<file path="src/rtl/mem_wb_stage.sv">
// MEM->WB stage register with valid/ready handshake, flush, bubble gating and stall counter.
// Define MEM_WB_SKID_EN to add a one-entry skid buffer and a registered ready_o.
module mem_wb_stage #(
  parameter int PC_W   = 32,
  parameter int DATA_W = 32,
  parameter int RA_W   = 5,
  parameter int CTRL_W = 2
) (
  input  logic              clk,
  input  logic              rst,
  input  logic              valid_i,
  output logic              ready_o,
  input  logic [PC_W-1:0]   pc_i,
  input  logic [CTRL_W-1:0] ctrl_i,
  input  logic [DATA_W-1:0] alu_i,
  input  logic [DATA_W-1:0] rd_data_i,
  input  logic [RA_W-1:0]   rd_i,
  input  logic              flush_i,
  output logic              valid_o,
  input  logic              ready_i,
  output logic [PC_W-1:0]   pc_o,
  output logic [CTRL_W-1:0] ctrl_o,
  output logic [DATA_W-1:0] alu_o,
  output logic [DATA_W-1:0] rd_data_o,
  output logic [RA_W-1:0]   rd_o,
  output logic [15:0]       stall_cnt_o
);

  function automatic logic [15:0] satInc(input logic [15:0] v);
    return (v == 16'hFFFF) ? v : v + 16'd1;
  endfunction

  logic              vld_p1;
  logic [PC_W-1:0]   pc_p1;
  logic [CTRL_W-1:0] ctrl_p1;
  logic [DATA_W-1:0] alu_p1;
  logic [DATA_W-1:0] rdData_p1;
  logic [RA_W-1:0]   rd_p1;
  logic [15:0]       stallCnt;
  logic              outFree;

  assign outFree = ~vld_p1 | ready_i;

`ifdef MEM_WB_SKID_EN
  logic              skVld;
  logic [PC_W-1:0]   skPc;
  logic [CTRL_W-1:0] skCtrl;
  logic [DATA_W-1:0] skAlu;
  logic [DATA_W-1:0] skRdData;
  logic [RA_W-1:0]   skRd;
  logic              inXfer;

  // skVld is a flop, so ready_o carries no combinational path from ready_i
  assign ready_o = ~skVld;
  assign inXfer  = valid_i & ~skVld;

  // ---- stage p1: OUT register and skid occupancy ----
  always_ff @(posedge clk or negedge rst) begin
    if (!rst) begin
      vld_p1    <= 1'b0;
      ctrl_p1   <= '0;
      pc_p1     <= '0;
      alu_p1    <= '0;
      rdData_p1 <= '0;
      rd_p1     <= '0;
      skVld     <= 1'b0;
    end else if (flush_i) begin
      vld_p1  <= 1'b0;
      ctrl_p1 <= '0;
      skVld   <= 1'b0;
    end else if (outFree) begin
      if (skVld) begin
        vld_p1    <= 1'b1;
        pc_p1     <= skPc;
        ctrl_p1   <= skCtrl;
        alu_p1    <= skAlu;
        rdData_p1 <= skRdData;
        rd_p1     <= skRd;
        skVld     <= 1'b0;
      end else if (inXfer) begin
        vld_p1    <= 1'b1;
        pc_p1     <= pc_i;
        ctrl_p1   <= ctrl_i;
        alu_p1    <= alu_i;
        rdData_p1 <= rd_data_i;
        rd_p1     <= rd_i;
      end else begin
        vld_p1  <= 1'b0;
        ctrl_p1 <= '0;
      end
    end else if (inXfer) begin
      skVld <= 1'b1;
    end
  end

  // Skid payload is only meaningful while skVld is set.
  always_ff @(posedge clk) begin
    if (!outFree && inXfer) begin
      skPc     <= pc_i;
      skCtrl   <= ctrl_i;
      skAlu    <= alu_i;
      skRdData <= rd_data_i;
      skRd     <= rd_i;
    end
  end
`else
  assign ready_o = outFree;

  // ---- stage p1: OUT register ----
  always_ff @(posedge clk or negedge rst) begin
    if (!rst) begin
      vld_p1    <= 1'b0;
      ctrl_p1   <= '0;
      pc_p1     <= '0;
      alu_p1    <= '0;
      rdData_p1 <= '0;
      rd_p1     <= '0;
    end else if (flush_i) begin
      vld_p1  <= 1'b0;
      ctrl_p1 <= '0;
    end else if (outFree) begin
      if (valid_i) begin
        vld_p1    <= 1'b1;
        pc_p1     <= pc_i;
        ctrl_p1   <= ctrl_i;
        alu_p1    <= alu_i;
        rdData_p1 <= rd_data_i;
        rd_p1     <= rd_i;
      end else begin
        vld_p1  <= 1'b0;
        ctrl_p1 <= '0;
      end
    end
  end
`endif

  // Stall count survives flush; only reset clears it.
  always_ff @(posedge clk or negedge rst) begin
    if (!rst) begin
      stallCnt <= '0;
    end else if (vld_p1 && !ready_i) begin
      stallCnt <= satInc(stallCnt);
    end
  end

  assign valid_o     = vld_p1;
  assign pc_o        = pc_p1;
  assign ctrl_o      = ctrl_p1;
  assign alu_o       = alu_p1;
  assign rd_data_o   = rdData_p1;
  assign rd_o        = rd_p1;
  assign stall_cnt_o = stallCnt;

endmodule

</file>
<file path="config.mk">
export PLATFORM = sky130hd
export DESIGN_NAME = mem_wb_stage
export DESIGN_NICKNAME = d
export VERILOG_FILES = /design/src/rtl/mem_wb_stage.sv
export SDC_FILE = /design/constraint.sdc
export NUM_CORES = 1
export LEC_CHECK = 0
export BUFFER_PORTS_ARGS = -buffer_cell sky130_fd_sc_hd__buf_2
export CAP_MARGIN = 10
export CORE_UTILIZATION = 46
export CTS_CLUSTER_DIAMETER = 60
export DETAILED_ROUTE_END_ITERATION = 16
export GPL_ROUTABILITY_DRIVEN = 0
export GPL_TIMING_DRIVEN = 0
export PLACE_DENSITY = 0.79
export REMOVE_ABC_BUFFERS = 1
export SYNTH_ARGS = -nofsm -noshare
export SYNTH_HDL_FRONTEND = slang
export SYNTH_SLANG_ARGS = --single-unit
</file>
<file path="constraint.sdc">
create_clock -name clk -period 2 [get_ports clk]
set_input_delay 0.1 -clock clk [delete_from_list [all_inputs] [get_ports clk]]
set_output_delay 0.1 -clock clk [all_outputs]
set_load 0.05 [all_outputs]
</file>
==> results of run 1 <==
-- cell usage in the layout, fill, tap and decap left out, types with 2 or more instances in the layout --
master	netlist	routed
buf_2	12	227
dfrtp_1	120	120
dlygate4sd3_1	0	109
mux2_2	102	102
clkbuf_16	0	16
xor2_1	12	12
nor3_1	9	9
nand2_1	8	8
buf_6	0	7
nand3_1	6	6
clkbuf_8	0	6
nor2_1	5	5
clkinv_2	0	4
buf_4	0	4
nand4_1	3	3
bufinv_16	0	3
a21oi_1	2	2
and4_1	2	2
nor4_1	2	2
o21ai_0	2	2
-- registers in the layout (all words and copies together), names as in the netlist --
| signal | flops |
|---|---|
| alu_o | 32 |
| pc_o | 32 |
| rd_data_o | 32 |
| stall_cnt_o | 16 |
| rd_o | 5 |
| ctrl_o | 2 |
| valid_o | 1 |
-- worst min-delay path by stage --
stage	endpoint	slack, ps	cells after the start
4_1_cts	rd_data_o[13]$_DFFE_PN0P_	110	2
3_5_place_dp	rd_data_o[13]$_DFFE_PN0P_	100	1
6_report	rd_data_o[13]$_DFFE_PN0P_	120	2
3_3_place_gp	ctrl_o[1]$_DFFE_PN0P_	300	2
2_1_floorplan	alu_o[0]$_DFFE_PN0P_	-200	0
5_1_grt	rd_data_o[13]$_DFFE_PN0P_	180	2
-- report_power, final --
part | total (mW) | internal (mW) | switching (mW) | leakage [nW]
Sequential | 3.09 | 2.83 | 0.253 | 1.44
Combinational | 2.78 | 0.841 | 1.94 | 2.05
Clock | 3.07 | 2.05 | 1.02 | 0.300
Total | 8.94 | 5.72 | 3.22 | 3.79
-- Yosys cell counts, types with 2 or more instances --
library cell | number | area, µm²
dfrtp_1 | 120 | 3000
mux2_2 | 102 | 1150
buf_2 | 12 | 60.1
xor2_1 | 12 | 105
nor3_1 | 9 | 45.0
nand2_1 | 8 | 30.0
nand3_1 | 6 | 30.0
nor2_1 | 5 | 18.8
nand4_1 | 3 | 18.8
a21oi_1 | 2 | 10.0
and4_1 | 2 | 17.5
nor3b_1 | 2 | 15.0
nor4_1 | 2 | 12.5
o21ai_0 | 2 | 10.0
-- layer usage --
metal  vias to the layer above  share of wire, %  global-route usage (%)
li1                       1774                 -                       -
met1                      1856                37                    27.1
met2                       184                53                    45.2
met5                         -                 0                       0
met3                        40               6.2                    6.98
met4                         0               3.5                    13.1
-- final cells by class --
type                    count  share of cell area [%]
well taps                 133                    2.15
clock buffers              23                    6.28
clock inverters             8                    1.52
multi-input cells         165                    20.5
inverters                   1                  0.0485
flip-flops and latches    120                    38.8
repair buffers            349                    30.7
-- logic make-up after synthesis --
kind of cell	share of synthesized area, %
xor gates and xnor gates	2.45
and+or+nand+nor	5.87
AOI/OAI and AO/OA	0.430
muxes	24.9
buffers and inverters	1.48
DFF	64.6
adders and majority gates	0.269
-- timing repair --
action / in CTS / in global routing
pin swaps: 1 / 1
setup buffers: 2 / 2
hold endpoints to repair: 191 / 0
endpoints found under the setup margin: 73 / 1
gates cloned: 0 / 0
resized for setup: 1 / 0
hold buffers: 109 / 0
==> results.yml, run 1 <==
status:
  outcome: "complete, no violations"
logic_synthesis:
  synthCells: 299
  synth-edff-count: 0
  yosysWarnings: 0
  syn_area_um2: 4650
  synth_ff_type: "dfrtp_1"
  ys_seq_area_share_pct: 64.6
  avgSynthCellArea_um2: 15.6
  ys_seq_elements: 120
  synth_cell_type_count: 26
  async_reset_ff_share_pct: 100
hold_path:
  hold_class: "in2async"
worst_setup_path:
  cp_common_cell: "buf_6"
  worst-path-max-fanout: 15
  cp_cell_sequence: "nor2b_4 -> nor3b_4 -> buf_6 -> buf_6 -> buf_6 -> mux2_2"
  reg2reg_from: "valid_o$_DFFE_PN0P_"
  r2r_setup_slack_ps: 150
  cp_num_cells: 6
  worst_ep_required_time_ps: 2390
  rr_worst_depth: 6
  cp.arrival_ps: 2240
  start_kind: "flop"
  critPathTopFamily: "buffers and inverters"
  cpMaxStageDelayCell: "dfrtp_1"
  crit_path_start: "valid_o$_DFFE_PN0P_"
  worstSetupPathType: "reg2reg"
  critical_path.endpoint: "pc_o[25]$_DFFE_PN0P_"
  crit_path_end_kind: "flop"
  r2r_end: "pc_o[25]$_DFFE_PN0P_"
  cp_num_buf_inv: 3
  cpPeakStageDelay_ps: 380
routing:
  wl_per_cell_um: 15.8
  ant_nets: 0
  drt_iter0_markers: 68
  dr.pass1.iters: 4
  vias: 3854
  avgViaCountPerCell: 4.82
  wirelength_um: 12700
  drcViolationCount: 0
placed_design:
  port_buffers: 228
  dpl-instance-area_um2: 6010
  post-place-ws_ps: -418
  dp_hpwl_um: 7370
  placed_cells: 655
flow_run:
  maxCapViolations: 0
cells_and_area:
  fill_cells: 546
  drive_gt1_share_pct: 56.6
  syn_to_final_growth_pct: 66.6
  fin_nets: 763
  fin_util_pct: 79.2
  seq_area_um2: 3000
  multi_input_area_um2: 1590
  diodes: 0
  final_cells: 799
  fin_area_um2: 7750
sta:
  finalWorstSetupSlack_ps: 147
  worst_pin_slew_ps: 546
  post-route-period-util_pct: 92.7
  rsz0062_at_grt: "no"
  slew_viol_final: 0
  fin_hold_ws_ps: 120
  setup_viol: 0
  fin_skew_ps: 5.23
  finalCriticalPeriod_ps: 1850
  relSlewSlack_pct: 63.6
  setup_tns_ps: 0
  hold_viol_final: 0
  timing.fmax_mhz: 540
global_route:
  grt_pass1_vias: 4231
  grt_max_degree: 64
  grt_pass1_wl_um: 19800
  grt_usage_pct: 25.2
  gr-total-overflow: 0
  grt_antenna_before_repair: 0
cts:
  tritoncts: "yes"
  clk_path_buf_depth: 2
  cts_buffers: 17
  clkSinkCount: 120
  clkLatencyLatePin_ps: 510
  clk_pin_slew_ps: 60
  h-tree-depth: 4
  root_buffer: "clkbuf_8"
pwr:
  vdd_drop_max_uv: 791
  leakage_nw: 3.79
  p_per_area_nw_per_um2: 1150
  p_total_mw: 8.94
die:
  coreArea_um2: 9770
  initial_core_util_pct: 47.6
  pin_count: 229
  die_area_um2: 10500
  rows: 36
  die_w_um: 103
  die_h_um: 103
Power figures use the tool's default switching activity.
==> run 2, diff against run 1 <==
--- a/config.mk
+++ b/config.mk
@@ -12,7 +12,7 @@
 export DETAILED_ROUTE_END_ITERATION = 16
 export GPL_ROUTABILITY_DRIVEN = 0
 export GPL_TIMING_DRIVEN = 0
-export PLACE_DENSITY = 0.79
+export PLACE_DENSITY = 0.85
 export REMOVE_ABC_BUFFERS = 1
 export SYNTH_ARGS = -nofsm -noshare
 export SYNTH_HDL_FRONTEND = slang
==> constraint.sdc (replaced) <==
create_clock -name clk -period 1.8 [get_ports clk]
set_input_delay 0.09 -clock clk [delete_from_list [all_inputs] [get_ports clk]]
set_output_delay 0.09 -clock clk [all_outputs]
set_load 0.05 [all_outputs]
==> run 2 against run 1 <==
Compared with the run above:
- first-iteration DRC count grew 2.9%
- worst setup slack got worse by 91 ps
- sequential cell count is the same
- cell count rose by 0.50%
- count of clock-buffer cells in the layout is 1 higher
- clock skew increased by 5.5 ps
- register-to-register slack worse by 90 ps
- non-clock buffer count grew 2
- highest routed layer unchanged
- combinational power rose by 13%
- clock power increased by 9.8%
- critical path type unchanged
- final area rose by 0.24%
- sequential share of layout area fell by 0.094 points
==> results.yml, run 2 (synthesis results as in run 1) <==
worst_setup_path:
  worst-path-max-fanout: 15
  crit_path_end_kind: "flop"
  cp.arrival_ps: 2130
  worstSetupPathType: "reg2reg"
  cpPeakStageDelay_ps: 370
  rr_worst_depth: 6
  cpMaxStageDelayCell: "dfrtp_1"
  worst_ep_required_time_ps: 2180
  cp_cell_sequence: "nor2b_4 -> nor3b_4 -> buf_6 -> buf_4 -> buf_8 -> mux2_2"
  start_kind: "flop"
placed_design:
  port_buffers: 228
  dp_hpwl_um: 7940
  post-place-ws_ps: -220
sta:
  setup_viol: 0
  setup_tns_ps: 0
  post-route-period-util_pct: 96.9
  finalWorstSetupSlack_ps: 55.2
  fin_skew_ps: 10.7
  slew_viol_final: 0
  timing.fmax_mhz: 573
  rsz0062_at_grt: "yes"
  relSlewSlack_pct: 42.2
  hold_viol_final: 0
  finalCriticalPeriod_ps: 1740
  worst_pin_slew_ps: 868
  fin_hold_ws_ps: 234
status:
  outcome: "complete, no violations"
die:
  rows: 36
  die_w_um: 103
  coreArea_um2: 9770
  die_h_um: 103
  pin_count: 229
  die_area_um2: 10500
  initial_core_util_pct: 47.6
cts:
  clkSinkCount: 120
  h-tree-depth: 4
  root_buffer: "clkbuf_8"
  clk_pin_slew_ps: 60
  clk_path_buf_depth: 2
  tritoncts: "yes"
  cts_buffers: 17
  clkLatencyLatePin_ps: 510
global_route:
  grt_usage_pct: 27.8
  gr-total-overflow: 0
  grt_use_met3_pct: 7.25
  grt_pass1_vias: 4299
  grt_use_met2_pct: 51.8
  use_met1_pct: 28.3
  grt_busiest_layer: "met2"
  grt_antenna_before_repair: 1
  grt_max_degree: 68
  grt_pass1_wl_um: 21400
cells_and_area:
  final_common_cell: "buf_2"
  final_cell_mix: "buf_2, dfrtp_1, dlygate4sd3_1"
  syn_to_final_growth_pct: 67.0
  fill_cells: 552
  multi_input_area_um2: 1600
  drive_gt1_share_pct: 56.8
  seq_area_um2: 3000
  fin_util_pct: 79.4
  fin_nets: 765
routing:
  wl_per_cell_um: 17.7
  avgViaCountPerCell: 4.92
  drcViolationCount: 0
  vias: 3952
  dr.pass1.iters: 4
  drt_iter0_markers: 70
  wirelength_um: 14200
  ant_nets: 0
pwr:
  p_total_mw: 9.97
  vdd_drop_max_uv: 913
  leakage_nw: 3.80
  p_per_area_nw_per_um2: 1280
hold_path:
  hold_class: "in2async"
flow_run:
  maxCapViolations: 0
-- run 2: per-stage QoR --
| stage | cell area [µm²] | instances |
|---|---|---|
| 6_report | 7760 | 803 |
| 5_1_grt | 7760 | 803 |
| 4_1_cts | 7770 | 804 |
| 3_5_place_dp | 6020 | 656 |
| 3_3_place_gp | 5890 | 647 |
| 2_1_floorplan | 4590 | 286 |
-- run 2: per-layer routing --
layer	routed length, µm	vias up
met3	889	43
li1	-	1781
met4	427	0
met1	5140	1945
met5	0	-
met2	7730	183
-- run 2: power breakdown --
| group | leakage [nW] | internal, mW | switching (mW) | total [mW] |
|---|---|---|---|---|
| Sequential | 1.44 | 3.15 | 0.315 | 3.46 |
| Clock | 0.295 | 2.25 | 1.13 | 3.37 |
| Combinational | 2.07 | 0.941 | 2.19 | 3.13 |
-- run 2: final cells by class --
| cell class | count | area share (%) |
|---|---|---|
| Timing Repair Buffer | 351 | 30.8 |
| Tap cell | 133 | 2.14 |
| Inverter | 1 | 0.0483 |
| Antenna cell | 1 | 0.0322 |
| Sequential cell | 120 | 38.7 |
| Clock buffer | 24 | 6.19 |
| Clock inverter | 8 | 1.51 |
| Multi-Input combinational cell | 165 | 20.6 |
-- run 2: final timing paths --
| check | from | endpoint | slack [ps] |
|---|---|---|---|
| min in group clk | alu_i[23] | alu_o[23]$_DFFE_PN0P_ | 340 |
| setup / recovery | valid_o$_DFFE_PN0P_ | rd_data_o[13]$_DFFE_PN0P_ | 60 |
| setup reg to reg | valid_o$_DFFE_PN0P_ | rd_data_o[13]$_DFFE_PN0P_ | 60 |
| hold reg to reg | alu_o[1]$_DFFE_PN0P_ | alu_o[1]$_DFFE_PN0P_ | 500 |
| max in group asynchronous | rst | rd_data_o[23]$_DFFE_PN0P_ | 820 |
| hold / removal | rst | alu_o[30]$_DFFE_PN0P_ | 230 |
-- run 2: what timing repair did --
action,4_1_cts,5_1_grt
gates cloned,0,0
pin swaps,2,0
hold buffers,109,0
resized for setup,2,5
buffers inserted,7,0
endpoints found under the hold margin,171,0
endpoints found under the setup margin,79,34
-- run 2: worst max-delay path: cells and delay by family (launching register included) --
kind                   cells  cell delay (ps)
and+or+nand+nor            2              410
DFF                        1              370
buffers and inverters      3              460
muxes                      1              360
